==> config.mk <==
export PLATFORM = sky130hd
export DESIGN_NAME = cpu_pc_unit
export DESIGN_NICKNAME = d
export VERILOG_FILES = /design/src/rtl/cpu_pkg.sv /design/src/rtl/cpu_return_stack.sv /design/src/rtl/cpu_pc_unit.sv
export SDC_FILE = /design/constraint.sdc
export NUM_CORES = 1
export LEC_CHECK = 0
export ABC_AREA = 1
export ABC_CLOCK_PERIOD_IN_PS = 1600
export BUFFER_PORTS_ARGS = -buffer_cell sky130_fd_sc_hd__buf_2
export CELL_PAD_IN_SITES_DETAIL_PLACEMENT = 1
export CELL_PAD_IN_SITES_GLOBAL_PLACEMENT = 1
export CORE_MARGIN = 2
export CORE_UTILIZATION = 33
export CTS_CLUSTER_DIAMETER = 60
export DETAILED_ROUTE_END_ITERATION = 6
export HOLD_SLACK_MARGIN = 0.06
export PLACE_DENSITY = 0.89
export SLEW_MARGIN = 30
export SYNTH_ARGS = -nofsm -noshare
export SYNTH_HDL_FRONTEND = slang
export SYNTH_HIERARCHICAL = 1
export SYNTH_SLANG_ARGS = --single-unit
==> constraint.sdc <==
create_clock -name clk -period 1.6 [get_ports clk]
set_clock_uncertainty 0.1 [all_clocks]
set_input_delay 0.16 -clock clk [delete_from_list [all_inputs] [get_ports clk]]
set_output_delay 0.16 -clock clk [all_outputs]
set_load 0.1 [all_outputs]
==> src/rtl/cpu_pkg.sv <==
// Shared CPU definitions: condition codes, flow-op encodings, PC-unit states and fault codes.
package cpu_pkg;

    typedef enum logic [2:0] {
        COND_ALWAYS = 3'd0,
        COND_EQ     = 3'd1,
        COND_NE     = 3'd2,
        COND_LT     = 3'd3,
        COND_GE     = 3'd4,
        COND_CS     = 3'd5,
        COND_CC     = 3'd6,
        COND_NEVER  = 3'd7
    } cond_e;

    // Codes 5..7 are not listed and decode as NEXT
    typedef enum logic [2:0] {
        OP_NEXT = 3'd0,
        OP_JMP  = 3'd1,
        OP_CALL = 3'd2,
        OP_RET  = 3'd3,
        OP_HALT = 3'd4
    } op_e;

    typedef enum logic [1:0] {
        ST_RUN    = 2'd0,
        ST_HALTED = 2'd1,
        ST_FAULT  = 2'd2
    } state_e;

    typedef enum logic [1:0] {
        FAULT_NONE      = 2'd0,
        FAULT_OVERFLOW  = 2'd1,
        FAULT_UNDERFLOW = 2'd2
    } fault_e;

endpackage

==> src/rtl/cpu_return_stack.sv <==
// LIFO of return addresses. Reset clears only the occupancy count; entries are overwritten on push.
module cpu_return_stack #(
    parameter int unsigned WIDTH = 16,
    parameter int unsigned DEPTH = 8
) (
    input  logic             clk_i,
    input  logic             rst_ni,
    input  logic             push_i,
    input  logic             pop_i,
    input  logic [WIDTH-1:0] data_i,
    output logic [WIDTH-1:0] data_o,
    output logic             full_o,
    output logic             empty_o
);

    localparam int PTR_W = $clog2(DEPTH);

    logic [WIDTH-1:0] mem_q [DEPTH];
    logic [PTR_W:0]   count_q;
    logic [PTR_W:0]   count_d;
    logic [PTR_W-1:0] wr_idx;
    logic [PTR_W-1:0] top_idx;

    assign wr_idx  = count_q[PTR_W-1:0];
    assign top_idx = count_q[PTR_W-1:0] - PTR_W'(1);
    assign full_o  = (count_q == (PTR_W+1)'(DEPTH));
    assign empty_o = (count_q == '0);
    assign data_o  = mem_q[top_idx];

    always_comb begin
        count_d = count_q;
        if (push_i && !full_o) begin
            count_d = count_q + (PTR_W+1)'(1);
        end else if (pop_i && !empty_o) begin
            count_d = count_q - (PTR_W+1)'(1);
        end
    end

    always_ff @(posedge clk_i) begin
        if (!rst_ni) begin
            count_q <= '0;
        end else begin
            count_q <= count_d;
        end
    end

    always_ff @(posedge clk_i) begin
        if (push_i && !full_o) begin
            mem_q[wr_idx] <= data_i;
        end
    end

endmodule

==> src/rtl/cpu_pc_unit.sv <==
// Program-counter / flow-control unit. Define CPU_CALL_STACK_EN to build in the return stack;
// without it CALL acts as an unconditional jump and RET as NEXT.
module cpu_pc_unit
    import cpu_pkg::*;
#(
    parameter int unsigned          PC_WIDTH    = 16,
    parameter int unsigned          STACK_DEPTH = 8,
    parameter logic [PC_WIDTH-1:0]  RESET_PC    = '0
) (
    input  logic                clk,
    input  logic                rst_n,
    input  logic                instr_valid,
    input  logic                stall,
    input  logic [2:0]          op,
    input  logic                cond_result,
    input  logic [PC_WIDTH-1:0] target,
    output logic [PC_WIDTH-1:0] pc,
    output logic                taken,
    output logic                halted,
    output logic                fault,
    output logic [1:0]          fault_code
);

    if (STACK_DEPTH < 2 || STACK_DEPTH > 64 || (STACK_DEPTH & (STACK_DEPTH - 1)) != 0) begin : g_bad_depth
        $error("cpu_pc_unit: STACK_DEPTH must be a power of two in 2..64");
    end

    state_e              state_q, state_d;
    fault_e              fault_code_q, fault_code_d;
    logic [PC_WIDTH-1:0] pc_q, pc_d;
    logic                taken_q, taken_d;
    logic                accept;
    logic [PC_WIDTH-1:0] pc_inc;

    assign accept = instr_valid && !stall && (state_q == ST_RUN);
    assign pc_inc = pc_q + PC_WIDTH'(1);

`ifdef CPU_CALL_STACK_EN
    logic                push, pop;
    logic                stk_full, stk_empty;
    logic [PC_WIDTH-1:0] stk_top;

    cpu_return_stack #(
        .WIDTH (PC_WIDTH),
        .DEPTH (STACK_DEPTH)
    ) u_return_stack (
        .clk_i   (clk),
        .rst_ni  (rst_n),
        .push_i  (push),
        .pop_i   (pop),
        .data_i  (pc_inc),
        .data_o  (stk_top),
        .full_o  (stk_full),
        .empty_o (stk_empty)
    );
`endif

    always_ff @(posedge clk) begin
        if (!rst_n) begin
            state_q      <= ST_RUN;
            pc_q         <= RESET_PC;
            taken_q      <= 1'b0;
            fault_code_q <= FAULT_NONE;
        end else begin
            state_q      <= state_d;
            pc_q         <= pc_d;
            taken_q      <= taken_d;
            fault_code_q <= fault_code_d;
        end
    end

    always_comb begin
        state_d      = state_q;
        pc_d         = pc_q;
        taken_d      = 1'b0;
        fault_code_d = fault_code_q;
`ifdef CPU_CALL_STACK_EN
        push         = 1'b0;
        pop          = 1'b0;
`endif
        if (accept) begin
            case (op)
                OP_JMP: begin
                    if (cond_result) begin
                        pc_d    = target;
                        taken_d = 1'b1;
                    end else begin
                        pc_d = pc_inc;
                    end
                end
                OP_CALL: begin
`ifdef CPU_CALL_STACK_EN
                    if (!stk_full) begin
                        push    = 1'b1;
                        pc_d    = target;
                        taken_d = 1'b1;
                    end else begin
                        state_d      = ST_FAULT;
                        fault_code_d = FAULT_OVERFLOW;
                    end
`else
                    pc_d    = target;
                    taken_d = 1'b1;
`endif
                end
                OP_RET: begin
`ifdef CPU_CALL_STACK_EN
                    if (!stk_empty) begin
                        pop     = 1'b1;
                        pc_d    = stk_top;
                        taken_d = 1'b1;
                    end else begin
                        state_d      = ST_FAULT;
                        fault_code_d = FAULT_UNDERFLOW;
                    end
`else
                    pc_d = pc_inc;
`endif
                end
                OP_HALT: state_d = ST_HALTED;
                default: pc_d = pc_inc;
            endcase
        end
    end

    always_comb begin
        pc         = pc_q;
        taken      = taken_q;
        halted     = (state_q == ST_HALTED);
        fault      = (state_q == ST_FAULT);
        fault_code = fault_code_q;
    end

endmodule

# Word level (Yosys, flattened, before mapping)
# Cells that the tools add are included.
[totals]
mem_bits_rw = 0
mem_count = 0
out_inout_bits = 21
register_bits = 18
mem_bits_ro = 0
latch_bits = 0
[op_classes]
reduce_logical = 7
mux = 4
n_lt_le_gt_ge = 0
multipliers = 0
n_addsub = 1
div_mod_pow = 0
bitwise = 1
n_eq_ne = 3
shifts = 0
[ops]
columns = ["op", "n"]
rows = [
  ["$pmux W16 S3", 1],
  ["$add A16 B1 Y16 const B", 1],
  ["$mux W16", 1],
  ["$reduce_and A2 Y1", 3],
  ["$eq A3 B1 Y1 const B", 1],
  ["$eq A3 B2 Y1 const B", 1],
  ["$eq A3 B3 Y1 const B", 1],
  ["$logic_and A1 B1 Y1", 2],
  ["$logic_not A2 Y1", 1],
  ["$pmux W1 S2", 1],
  ["$logic_not A1 Y1", 1],
  ["$mux W1", 1],
  ["$not A1 Y1", 1],
]

# Longest topological paths before layout
# Gate-level depths: netlist of the first run.
[depth]
word_depth = 4
mapped_depth = 10
mapped_depth_nobuf = 9

# Least setup slack after synthesis of the first run
# Ideal clock, no wire load.
[synth_path]
path_kind = "reg-to-reg"
startpoint = "register pc_q[0], in the netlist pc[0]"
endpoint = "register pc_q[12], in the netlist pc[12]"
arrival_ns = 1.976
stages_incl_launch_ff = 9
required_time_ns = 1.378
synth_period_minus_slack_ns = 2.198
setup_time_ns = 0.122
path_slack_ns = -0.598
cell_sequence = "dfxtp_1 -> ha_1 -> nand3_1 -> nor2_1 -> nand4_1 -> nand2_1 -> nand2_1 -> nand2_1 -> a21oi_1"
[synth_between]
elab_chain_len = 3
[synth_rtl]
columns = ["item", "line_no", "rtl"]
rows = [
  ["start: declaration", "cpu_pc_unit.sv:30", "logic [PC_WIDTH-1:0] pc_q, pc_d;"],
  ["start signal: assignment", "cpu_pc_unit.sv:66", "pc_q <= pc_d;"],
  ["$add A16 B1 Y16 (*)", "cpu_pc_unit.sv:36", "assign pc_inc = pc_q + PC_WIDTH'(1);"],
  ["$mux W16", "cpu_pc_unit.sv:84", "if (cond_result) begin"],
  ["$pmux W16 S3 (*)", "cpu_pc_unit.sv:82", "case (op)"],
]
# Mark *: on every way between the ends. The rest lies on a longest branch, timed or not.
# A chain may end at the register's enable or synchronous reset.

# Final worst setup path of the first run
# Same ends and word-level chain as after synthesis.

==> run metrics, run 1 <==
outcome finished clean; RSZ-0062 raised after global routing false; CTS tree yes; H-tree Lvls 1; Layout Nets approximately 280; cell area after synthesis 1326 um2; fin crit period between 1 and 1.5 ns; DIE HEIGHT 67.40 um; die area about 4500 um2; layout cells sized above 1 between 30% and 40%; Core ar. 3943 um2; DRC violations left 0; vias in the first global route roughly 1400; Setup TNS Final 0 ns; CTS sink cnt 18; final worst path period share 92.35%; final hold violations 0; VDD IR-drop max 0.2387 mV; Leak 0.8376 nW; Final setup viols 0; Inserted Diodes 0; yosys synthesis warning count 6; max_cap viols 0; antenna violations before repair 0; Worst R2R Path Depth 8; Starting Density 33.64%; post-synthesis sequential area ratio 27.17%; WHS about 0.063 ns; row count 23; gr ovfl total 0; Area Growth Syn to Fin 23.58%; Hold Path Sink pc[5]$_SDFFE_PN0P_; P per Cell Area roughly 800 nW/um2; CP Class reg -> reg; commonest cells after routing, fill and taps aside 53 x nand2_1, 41 x buf_2, 27 x inv_1; Synth Register Bits 18; cts bufs inserted 3; DP Wirelength about 2800 um; Worst setup SP type flop; CP endpoint kind flop; commonest non-fill, non-tap cell in the layout nand2_1; footprint of the multi-input gates 783.3 um2; Cells after Synth 209; Hold Path Depth 3; reg-to-reg endpoint pc[12]$_SDFFE_PN0P_; filler cell count in the final layout 544; DRT Wirelength 3555 um; average cell area after synthesis between 6 and 7 um2; io pins 45; flop2flop setup slack about 0.12 ns; HP Class in -> reg; post-layout util about 42%; clock slew at reported path FFs about 0.07 ns; Initial DRC Count 52; Required @ worst endpoint 1.65 ns; first-pass GRT wire length between 5000 and 6000 um; clk buf depth 2; largest net degree at the start of global routing 23; R2R Path Start pc[0]$_SDFFE_PN0P_; Clock Latency Late Sink 0.26 ns; Fmax 0.6768 GHz; HP Start target[5]; Die X 67.40 um; register area about 390 um2; DR vias/cell 4.820; Port Buffers 41; Via Count 1446; GPL Wtd Cong between 0.8 and 0.9; Slew HR 58.24%; post-synth cell types 34; CTS root buf clkbuf_8; 1st-pass router iterations 4; crit path DAT 1.52 ns; CP max FO 6; worst-margin pin slew 0.6263 ns; GR Util All Layers between 15 and 20%; wire length per cell 11.85 um; Post-DRT Antenna Nets 0; max-slew violation count 0
-- repair_timing --
item | 4_1_cts | 5_1_grt
endpoints found under the hold margin | 1 | 0
hold buffers | 1 | 0
setup buffers | 0 | 0
resized for setup | 0 | 1
setup endpoints to repair | 0 | 2
-- worst max-delay path by stage --
stage | start | endpoint | slack (ns) | depth (start not counted)
after floorplan | pc[8]$_SDFFE_PN0P_ | pc[15]$_SDFFE_PN0P_ | 0.004 | 6
after global placement | op[1] | pc[12]$_SDFFE_PN0P_ | 0.14 | 7
after detailed placement | pc[0]$_SDFFE_PN0P_ | pc[12]$_SDFFE_PN0P_ | 0.06 | 8
after CTS | pc[0]$_SDFFE_PN0P_ | pc[12]$_SDFFE_PN0P_ | 0.04 | 8
after global routing | pc[0]$_SDFFE_PN0P_ | pc[12]$_SDFFE_PN0P_ | 0.01 | 8
final | pc[0]$_SDFFE_PN0P_ | pc[12]$_SDFFE_PN0P_ | 0.12 | 8
-- synth_stat cells (all sizes together) --
| library cell | number | area share, % |
|---|---|---|
| conb | 1 | 0.28 |
| nand3b | 2 | 2.1 |
| inv | 30 | 8.5 |
| nand4 | 2 | 0.94 |
| xor2 | 3 | 2.0 |
| or2 | 1 | 0.47 |
| o21ai | 19 | 7.5 |
| nand3 | 19 | 7.9 |
| ha | 2 | 1.9 |
| a21oi | 12 | 4.5 |
| buf | 8 | 5.8 |
| o221ai | 1 | 0.66 |
| nor3 | 3 | 1.5 |
| o211ai | 1 | 0.94 |
| clkbuf | 1 | 0.28 |
| dfxtp | 18 | 27 |
| a31oi | 2 | 0.94 |
| and2 | 1 | 0.47 |
| o21bai | 1 | 0.57 |
| nand2 | 59 | 18 |
| xnor2 | 2 | 1.3 |
| nor2 | 21 | 6.1 |
-- report_power, final --
group / internal (mW) / total [mW] / switching, mW
clock network: 0.177 / 0.340 / 0.163
logic: 0.103 / 0.453 / 0.350
registers: 0.478 / 0.516 / 0.0380
total: 0.758 / 1.31 / 0.551
-- stage by stage --
| stage | area (um2) | worst slack (ns) | power [mW] | instances |
|---|---|---|---|---|
| after floorplan | 1366 | 0.004454 | 0.8943 | 211 |
| after global placement | 1582 | 0.1420 | 0.9696 | 295 |
| after detailed placement | 1582 | 0.06047 | 0.9813 | 295 |
| after CTS | 1637 | 0.04465 | 1.323 | 300 |
| after global routing | 1639 | 0.01146 | 1.368 | 300 |
| final | 1639 | 0.1224 | 1.309 | 300 |
-- logic make-up (layout without fill, tap and decap cells) --
family                   count (synthesis)  after routing  synth area share [%]
adder cells (fa/ha/maj)                  2              2                 1.886
XOR/XNOR                                 5              5                 3.302
AND/OR/NAND/NOR                        108            108                 37.74
AO/OA/AOI/OAI                           36             36                 15.09
other                                    1              3                0.2827
flip-flops                              18             18                 27.17
buffers and inverters                   39             78                 14.53
-- critical path: stages, from the launching register on --
cell     delay [ns]
dfxtp_4        0.38
ha_1           0.19
nand3_1        0.12
nor2_2         0.20
nand4_1        0.14
nand2_1        0.08
nand2_1        0.05
nand2_1        0.06
a21oi_1        0.06
-- layout make-up --
class	count	share of cell area, %
Timing Repair Buffer	44	14.81
Clock buffer	4	2.748
Inverter	30	6.870
Sequential cell	18	23.97
Tap cell	50	3.817
Multi-Input combinational cell	154	47.79
-- registers in the layout (all words and copies together), names as in the netlist --
register  flops
pc           16
state_q       1
taken         1
-- metal layers --
metal  routed length, um  track usage (%)
met5                   0                0
met4                  36            6.122
met3                 129            1.833
met2                1703            28.71
met1                1686            21.23
Note: power is estimated with default switching activity, not from simulation.
==> run 2, diff against run 1 <==
--- a/config.mk
+++ b/config.mk
@@ -5,16 +5,15 @@
 export SDC_FILE = /design/constraint.sdc
 export NUM_CORES = 1
 export LEC_CHECK = 0
-export ABC_AREA = 1
 export ABC_CLOCK_PERIOD_IN_PS = 1600
 export BUFFER_PORTS_ARGS = -buffer_cell sky130_fd_sc_hd__buf_2
 export CELL_PAD_IN_SITES_DETAIL_PLACEMENT = 1
 export CELL_PAD_IN_SITES_GLOBAL_PLACEMENT = 1
 export CORE_MARGIN = 2
-export CORE_UTILIZATION = 33
+export CORE_UTILIZATION = 34
 export CTS_CLUSTER_DIAMETER = 60
 export DETAILED_ROUTE_END_ITERATION = 6
-export HOLD_SLACK_MARGIN = 0.06
+export HOLD_SLACK_MARGIN = 0.1
 export PLACE_DENSITY = 0.89
 export SLEW_MARGIN = 30
 export SYNTH_ARGS = -nofsm -noshare
==> run 2 against run 1 <==
  * Power is 15% lower
  * The flow now finishes with violations (negative setup slack)
  * Critical path type unchanged
  * Hold slack better by 0.041 ns
  * Critical endpoint is now pc[13]$_SDFFE_PN0P_
  * Synthesized area is 8.4% lower
  * Global-route usage is 13 points higher
==> run metrics, run 2 <==
cts bufs inserted 3 (unchanged); clock slew at reported path FFs 0.13 ns (was 0.07 ns); flop2flop setup slack -0.18 ns (was 0.12 ns); CP max stage delay 0.40 ns (was 0.38 ns); max reg flops 16 (unchanged); Cells after Synth 156 (was 209); vias in the first global route 1759 (was 1351); GRT met1 Usage 30.86% (was 21.23%); leading area contributor after synthesis dfxtp_1 (unchanged); most frequent cell after synthesis dfxtp_1 (was nand2_1); crit path DAT 1.86 ns (was 1.52 ns); P per Cell Area 546.4 nW/um2 (was 798.8 nW/um2); Inserted Diodes 0 (unchanged); HP Start stall (was target[5]); clk buf depth 2 (unchanged); outcome complete, but fails checks (was finished clean); EDFF count, synth 0 (unchanged); 1st-pass router iterations 5 (was 4); area share of the largest cell type after synthesis 29.66% (was 27.17%); Required @ worst endpoint 1.68 ns (was 1.65 ns); Inst Count DP 261 (was 295); worst-margin pin slew 0.7237 ns (was 0.6263 ns); Worst R2R Path Depth 5 (was 8); Top Usage Layer GRT met2 (unchanged); CP Class reg -> reg (unchanged); DRT Wirelength 6454 um (was 3555 um); final hold violations 0 (unchanged); first-pass GRT wire length 8976 um (was 5830 um); most frequent cells after synthesis 18 x dfxtp_1, 14 x o21ai_0, 12 x nand2_1 (was 53 x nand2_1, 27 x inv_1, 20 x nor2_1); failing checks negative setup slack; io pins 45 (unchanged); Critical Path Stages 5 (was 8); R2R Path Start pc[2]$_SDFFE_PN0P_ (was pc[0]$_SDFFE_PN0P_); Setup WS post-layout -0.1841 ns (was 0.1224 ns); fraction of synthesis flops using an asynchronous set or reset pin 0% (unchanged); max_cap viols 0 (unchanged); row count 21 (was 23); CP max FO 3 (was 6); average cell area after synthesis 7.788 um2 (was 6.346 um2); cell area after synthesis 1215 um2 (was 1326 um2); yosys synthesis warning count 6 (unchanged); DRC violations left 0 (unchanged); met3 Use GR 5.282% (was 1.833%); cell type group with the largest total delay on the critical path simple AND/OR/NAND/NOR gates (unchanged); Port Buffers 41 (unchanged); Hold Path Depth 3 (unchanged); Setup TNS Final -1.025 ns (was 0 ns); commonest non-fill, non-tap cell in the layout buf_2 (was nand2_1); Layout Nets 262 (was 277); Area Growth Syn to Fin 67.46% (was 23.58%); Leak 0.8291 nW (was 0.8376 nW); Fmax 0.5605 GHz (was 0.6768 GHz); Initial DRC Count 84 (was 52); CP endpoint kind flop (unchanged); DIE HEIGHT 63.78 um (was 67.40 um); antenna violations before repair 0 (unchanged); CTS tree yes (unchanged); DR vias/cell 6.025 (was 4.820); critical path, cell by cell nand4_1, buf_4, or3_4, o211ai_1, a31oi_1 (was ha_1, nand3_1, nor2_2, nand4_1, nand2_1, nand2_1, nand2_1, a21oi_1); DP Wirelength 3779 um (was 2801 um); WHS 0.1041 ns (was 0.06311 ns); Clock Latency Late Sink 0.32 ns (was 0.26 ns); layout cells sized above 1 52.34% (was 32.00%); commonest cells after routing, fill and taps aside 40 x buf_2, 34 x buf_4, 14 x dfxtp_4 (was 53 x nand2_1, 41 x buf_2, 27 x inv_1); wire length per cell 22.97 um (was 11.85 um); Via Count 1693 (was 1446); crit path buf inv count 1 (was 0); met2 usage 54.47% (was 28.71%); CTS root buf clkbuf_4 (was clkbuf_8); main area contributors after synthesis dfxtp_1 30%, o21ai_0 5.8%, a21oi_1 4.1% (was dfxtp_1 27%, nand2_1 15%, inv_1 7.6%); reg-to-reg endpoint pc[13]$_SDFFE_PN0P_ (was pc[12]$_SDFFE_PN0P_); Post-DRT Antenna Nets 0 (unchanged); HP Class in -> reg (unchanged); CTS sink cnt 18 (unchanged); Worst setup SP type flop (unchanged); fin cells 281 (was 300); H-tree Lvls 1 (unchanged); GR Util All Layers 29.20% (was 16.63%); Synth Register Bits 18 (unchanged); Critical-path top delay cell or3_4 (was dfxtp_4); post-synth cell types 48 (was 34); largest net degree at the start of global routing 18 (was 23); Hold Path Sink taken$_SDFF_PN0_ (was pc[5]$_SDFFE_PN0P_); post-layout util 60.02% (was 41.57%); die area 4067 um2 (was 4542 um2); Slew HR 51.70% (was 58.24%); Starting Density 35.84% (was 33.64%); post-synthesis sequential area ratio 29.66% (was 27.17%); GPL Wtd Cong 0.9046 (was 0.8244); gr ovfl total 0 (unchanged); fin crit period 1.784 ns (was 1.478 ns); RSZ-0062 raised after global routing true (was false); Die X 63.78 um (was 67.40 um); max-slew violation count 0 (unchanged); final worst path period share 111.5% (was 92.35%); ys flop type dfxtp_1 (unchanged); VDD IR-drop max 0.4296 mV (was 0.2387 mV); Final setup viols 10 (was 0); Place WS -0.3948 ns (was 0.06047 ns); Core ar. 3390 um2 (was 3943 um2)
## run 2: logic make-up after synthesis
| kind of cell | share of synthesized area [%] |
|---|---|
| adder cells (fa/ha/maj) | 2.059 |
| AO/OA/AOI/OAI | 30.49 |
| flip-flops | 29.66 |
| AND/OR/NAND/NOR | 31.21 |
| other | 0.3087 |
| buffers and inverters | 6.282 |
## run 2: worst max-delay path by stage
stage,start,end
6_report,pc[2]$_SDFFE_PN0P_,pc[13]$_SDFFE_PN0P_
5_1_grt,pc[2]$_SDFFE_PN0P_,pc[13]$_SDFFE_PN0P_
4_1_cts,pc[8]$_SDFFE_PN0P_,pc[12]$_SDFFE_PN0P_
3_5_place_dp,op[0],pc[11]$_SDFFE_PN0P_
3_3_place_gp,op[0],pc[11]$_SDFFE_PN0P_
2_1_floorplan,pc[6]$_SDFFE_PN0P_,pc[12]$_SDFFE_PN0P_
## run 2: final cells by class
cell class | instances | area (um2)
tap | 46 | 57.56
clock inverter | 1 | 3.754
clock buffer | 3 | 22.52
fill | 430 | 1355
sequential | 18 | 415.4
inverter | 4 | 15.01
multi-input combinational | 124 | 940.9
timing repair buffer | 85 | 579.3
## run 2: report_power, final
group          leakage (nW)  internal, mW  switching (mW)
combinational         0.656         0.124           0.262
clock                0.0154        0.0915           0.169
sequential            0.158         0.446          0.0192
total                 0.829         0.662           0.450
## run 2: worst register-to-register path: stages, from the launching register on
cell and delay, ns:
dfxtp_4 0.39, nand4_1 0.23, buf_4 0.22, or3_4 0.40, o211ai_1 0.17, a31oi_1 0.13
## run 2: repair_timing
action,4_1_cts,5_1_grt
pin swaps,4,13
hold buffers,7,0
setup buffers,2,7
endpoints found under the hold margin,10,0
resized for setup,17,11
endpoints found under the setup margin,8,12
## run 2: stage by stage
stage	area [um2]	total power, mW
after floorplan	1314	0.6936
after global placement	1744	0.7886
after detailed placement	1744	0.8051
after CTS	1934	1.083
after global routing	2034	1.149
final	2034	1.112
## run 2: per-layer routing
metal	wire, um	up-vias
met5	0	-
met4	323	0
met3	368	24
met2	3375	93
met1	2387	817
li1	-	759
==> run 3, diff against run 2 <==
--- a/config.mk
+++ b/config.mk
@@ -5,16 +5,16 @@
 export SDC_FILE = /design/constraint.sdc
 export NUM_CORES = 1
 export LEC_CHECK = 0
-export ABC_CLOCK_PERIOD_IN_PS = 1600
+export ABC_CLOCK_PERIOD_IN_PS = 1500
 export BUFFER_PORTS_ARGS = -buffer_cell sky130_fd_sc_hd__buf_2
 export CELL_PAD_IN_SITES_DETAIL_PLACEMENT = 1
 export CELL_PAD_IN_SITES_GLOBAL_PLACEMENT = 1
 export CORE_MARGIN = 2
-export CORE_UTILIZATION = 34
+export CORE_UTILIZATION = 31
 export CTS_CLUSTER_DIAMETER = 60
 export DETAILED_ROUTE_END_ITERATION = 6
 export HOLD_SLACK_MARGIN = 0.1
-export PLACE_DENSITY = 0.89
+export PLACE_DENSITY = 0.86
 export SLEW_MARGIN = 30
 export SYNTH_ARGS = -nofsm -noshare
 export SYNTH_HDL_FRONTEND = slang
==> constraint.sdc (replaced) <==
create_clock -name clk -period 1.5 [get_ports clk]
set_clock_uncertainty 0.1 [all_clocks]
set_input_delay 0.15 -clock clk [delete_from_list [all_inputs] [get_ports clk]]
set_output_delay 0.15 -clock clk [all_outputs]
set_load 0.1 [all_outputs]
==> run 3 against run 2 <==
  * The flow still finishes with violations (negative setup slack)
  * Register-to-register slack lost 0.31 ns
  * Sequential share of layout area is 2.3 points lower
  * Final area rose by 12%
  * Core utilization rose by 1.6 points
  * Power grew 23%
  * Critical path type unchanged
  * Largest cell class unchanged
  * Largest power group unchanged
==> run metrics, run 3 (synthesized netlist as in run 2, its figures left out) <==
outcome complete, but fails checks (unchanged); failing checks negative setup slack (unchanged); wire length per cell 25.82 um (was 22.97 um); commonest non-fill, non-tap cell in the layout buf_4 (was buf_2); Core ar. 3716 um2 (was 3390 um2); DP Wirelength 4171 um (was 3779 um); clock slew at reported path FFs 0.08 ns (was 0.13 ns); Area Growth Syn to Fin 88.36% (was 67.46%); max reg flops 16 (unchanged); worst-margin pin slew 0.6497 ns (was 0.7237 ns); vias in the first global route 1870 (was 1759); Place WS -0.2508 ns (was -0.3948 ns); row count 22 (was 21); reg-to-reg endpoint pc[12]$_SDFFE_PN0P_ (was pc[13]$_SDFFE_PN0P_); Worst R2R Path Depth 5 (unchanged); max_cap viols 0 (unchanged); DIE HEIGHT 66.60 um (was 63.78 um); commonest cells after routing, fill and taps aside 49 x buf_4, 38 x buf_2, 14 x dfxtp_4 (was 40 x buf_2, 34 x buf_4, 14 x dfxtp_4); die area 4436 um2 (was 4067 um2); CP endpoint kind flop (unchanged); Starting Density 32.69% (was 35.84%); fin crit period 1.990 ns (was 1.784 ns); largest net degree at the start of global routing 16 (was 18); CTS root buf clkbuf_8 (was clkbuf_4); VDD IR-drop max 0.3991 mV (was 0.4296 mV); RSZ-0062 raised after global routing true (unchanged); Clock Latency Late Sink 0.27 ns (was 0.32 ns); HP Start target[14] (was stall); CTS tree yes (unchanged); Hold Path Sink pc[14]$_SDFFE_PN0P_ (was taken$_SDFF_PN0_); layout cells sized above 1 62.30% (was 52.34%); Slew HR 56.14% (was 51.70%); post-route design area 2288 um2 (was 2034 um2); Initial DRC Count 189 (was 84); Worst setup SP type flop (unchanged); crit path DAT 1.98 ns (was 1.86 ns); CP Class reg -> reg (unchanged); DRT Wirelength 7746 um (was 6454 um); Post-Place Cell Area 1947 um2 (was 1744 um2); R2R Path Start pc[1]$_SDFFE_PN0P_ (was pc[2]$_SDFFE_PN0P_); antenna violations before repair 0 (unchanged); gr ovfl total 0 (unchanged); Leak 0.9339 nW (was 0.8291 nW); Layout Nets 279 (was 262); Die X 66.60 um (was 63.78 um); first-pass GRT wire length 9701 um (was 8976 um); clk buf depth 2 (unchanged); HP Class in -> reg (unchanged); Fmax 0.5025 GHz (was 0.5605 GHz); DRC violations left 0 (unchanged); P per Cell Area 597.3 nW/um2 (was 546.4 nW/um2); Port Buffers 41 (unchanged); H-tree Lvls 1 (unchanged); CP Launch Point pc[1]$_SDFFE_PN0P_ (was pc[2]$_SDFFE_PN0P_); GR Util All Layers 29.66% (was 29.20%); 1st-pass router iterations 5 (unchanged); CTS sink cnt 18 (unchanged); DR vias/cell 6.440 (was 6.025); flop2flop setup slack -0.49 ns (was -0.18 ns); Post-DRT Antenna Nets 0 (unchanged); CP max FO 4 (was 3); cts bufs inserted 3 (unchanged); Final setup viols 15 (was 10); max-slew violation count 0 (unchanged); final hold violations 0 (unchanged); GPL Wtd Cong 0.8903 (was 0.9046); Inserted Diodes 0 (unchanged); WHS 0.1030 ns (was 0.1041 ns); io pins 45 (unchanged); Setup WS post-layout -0.4901 ns (was -0.1841 ns); Via Count 1932 (was 1693); Hold Path Depth 3 (unchanged); Required @ worst endpoint 1.49 ns (was 1.68 ns); final worst path period share 132.7% (was 111.5%)
-- run 3: worst max-delay path by stage --
stage	to	slack, ns
detailed placement	pc[12]$_SDFFE_PN0P_	-0.25
floorplan	pc[12]$_SDFFE_PN0P_	-0.37
global route	pc[12]$_SDFFE_PN0P_	-0.81
CTS	pc[12]$_SDFFE_PN0P_	-0.27
global placement	pc[12]$_SDFFE_PN0P_	-0.13
finish	pc[12]$_SDFFE_PN0P_	-0.49
-- run 3: area by class of cell --
cell class,instances,area [um2]
clock buffer,4,45.04
fill,443,1428
inverter,4,15.01
multi-input combinational,124,1012
sequential,18,415.4
tap,48,60.06
timing repair buffer,102,740.7
-- run 3: power breakdown --
part / switching [mW] / internal, mW / total, mW
registers: 0.0175 / 0.475 / 0.493
clock network: 0.192 / 0.190 / 0.382
logic: 0.315 / 0.177 / 0.492
-- run 3: through the flow --
stage | setup TNS (ns) | util, % | std cells | power (mW)
detailed placement | -2.472 | 52.39 | 284 | 0.9095
floorplan | -2.097 | - | 158 | 0.7437
global route | -3.075 | 61.58 | 300 | 1.414
CTS | -0.8400 | 58.38 | 295 | 1.306
global placement | -1.160 | 52.39 | 284 | 0.8925
finish | -2.072 | 61.58 | 300 | 1.367
-- run 3: layer usage --
layer  GRT usage, %  wire, um  vias up
met5              0         0        -
met4          12.24       418        0
met3          3.041       585       50
met2          55.38      3837      144
met1          33.91      2904      934
li1               -         -      804
-- run 3: worst max-delay path, cell delays in order, from the launching register on --
cell and delay (ns):
dfxtp_4 0.38, ha_4 0.15, and3_4 0.20, nand3_1 0.13
o311ai_0 0.63, a31oi_2 0.22
-- run 3: timing repair --
item	CTS	global route
gates resized for setup	26	22
setup buffers	5	6
pin swaps	11	6
hold endpoints to repair	3	0
endpoints found under the setup margin	17	16
hold buffers	3	0
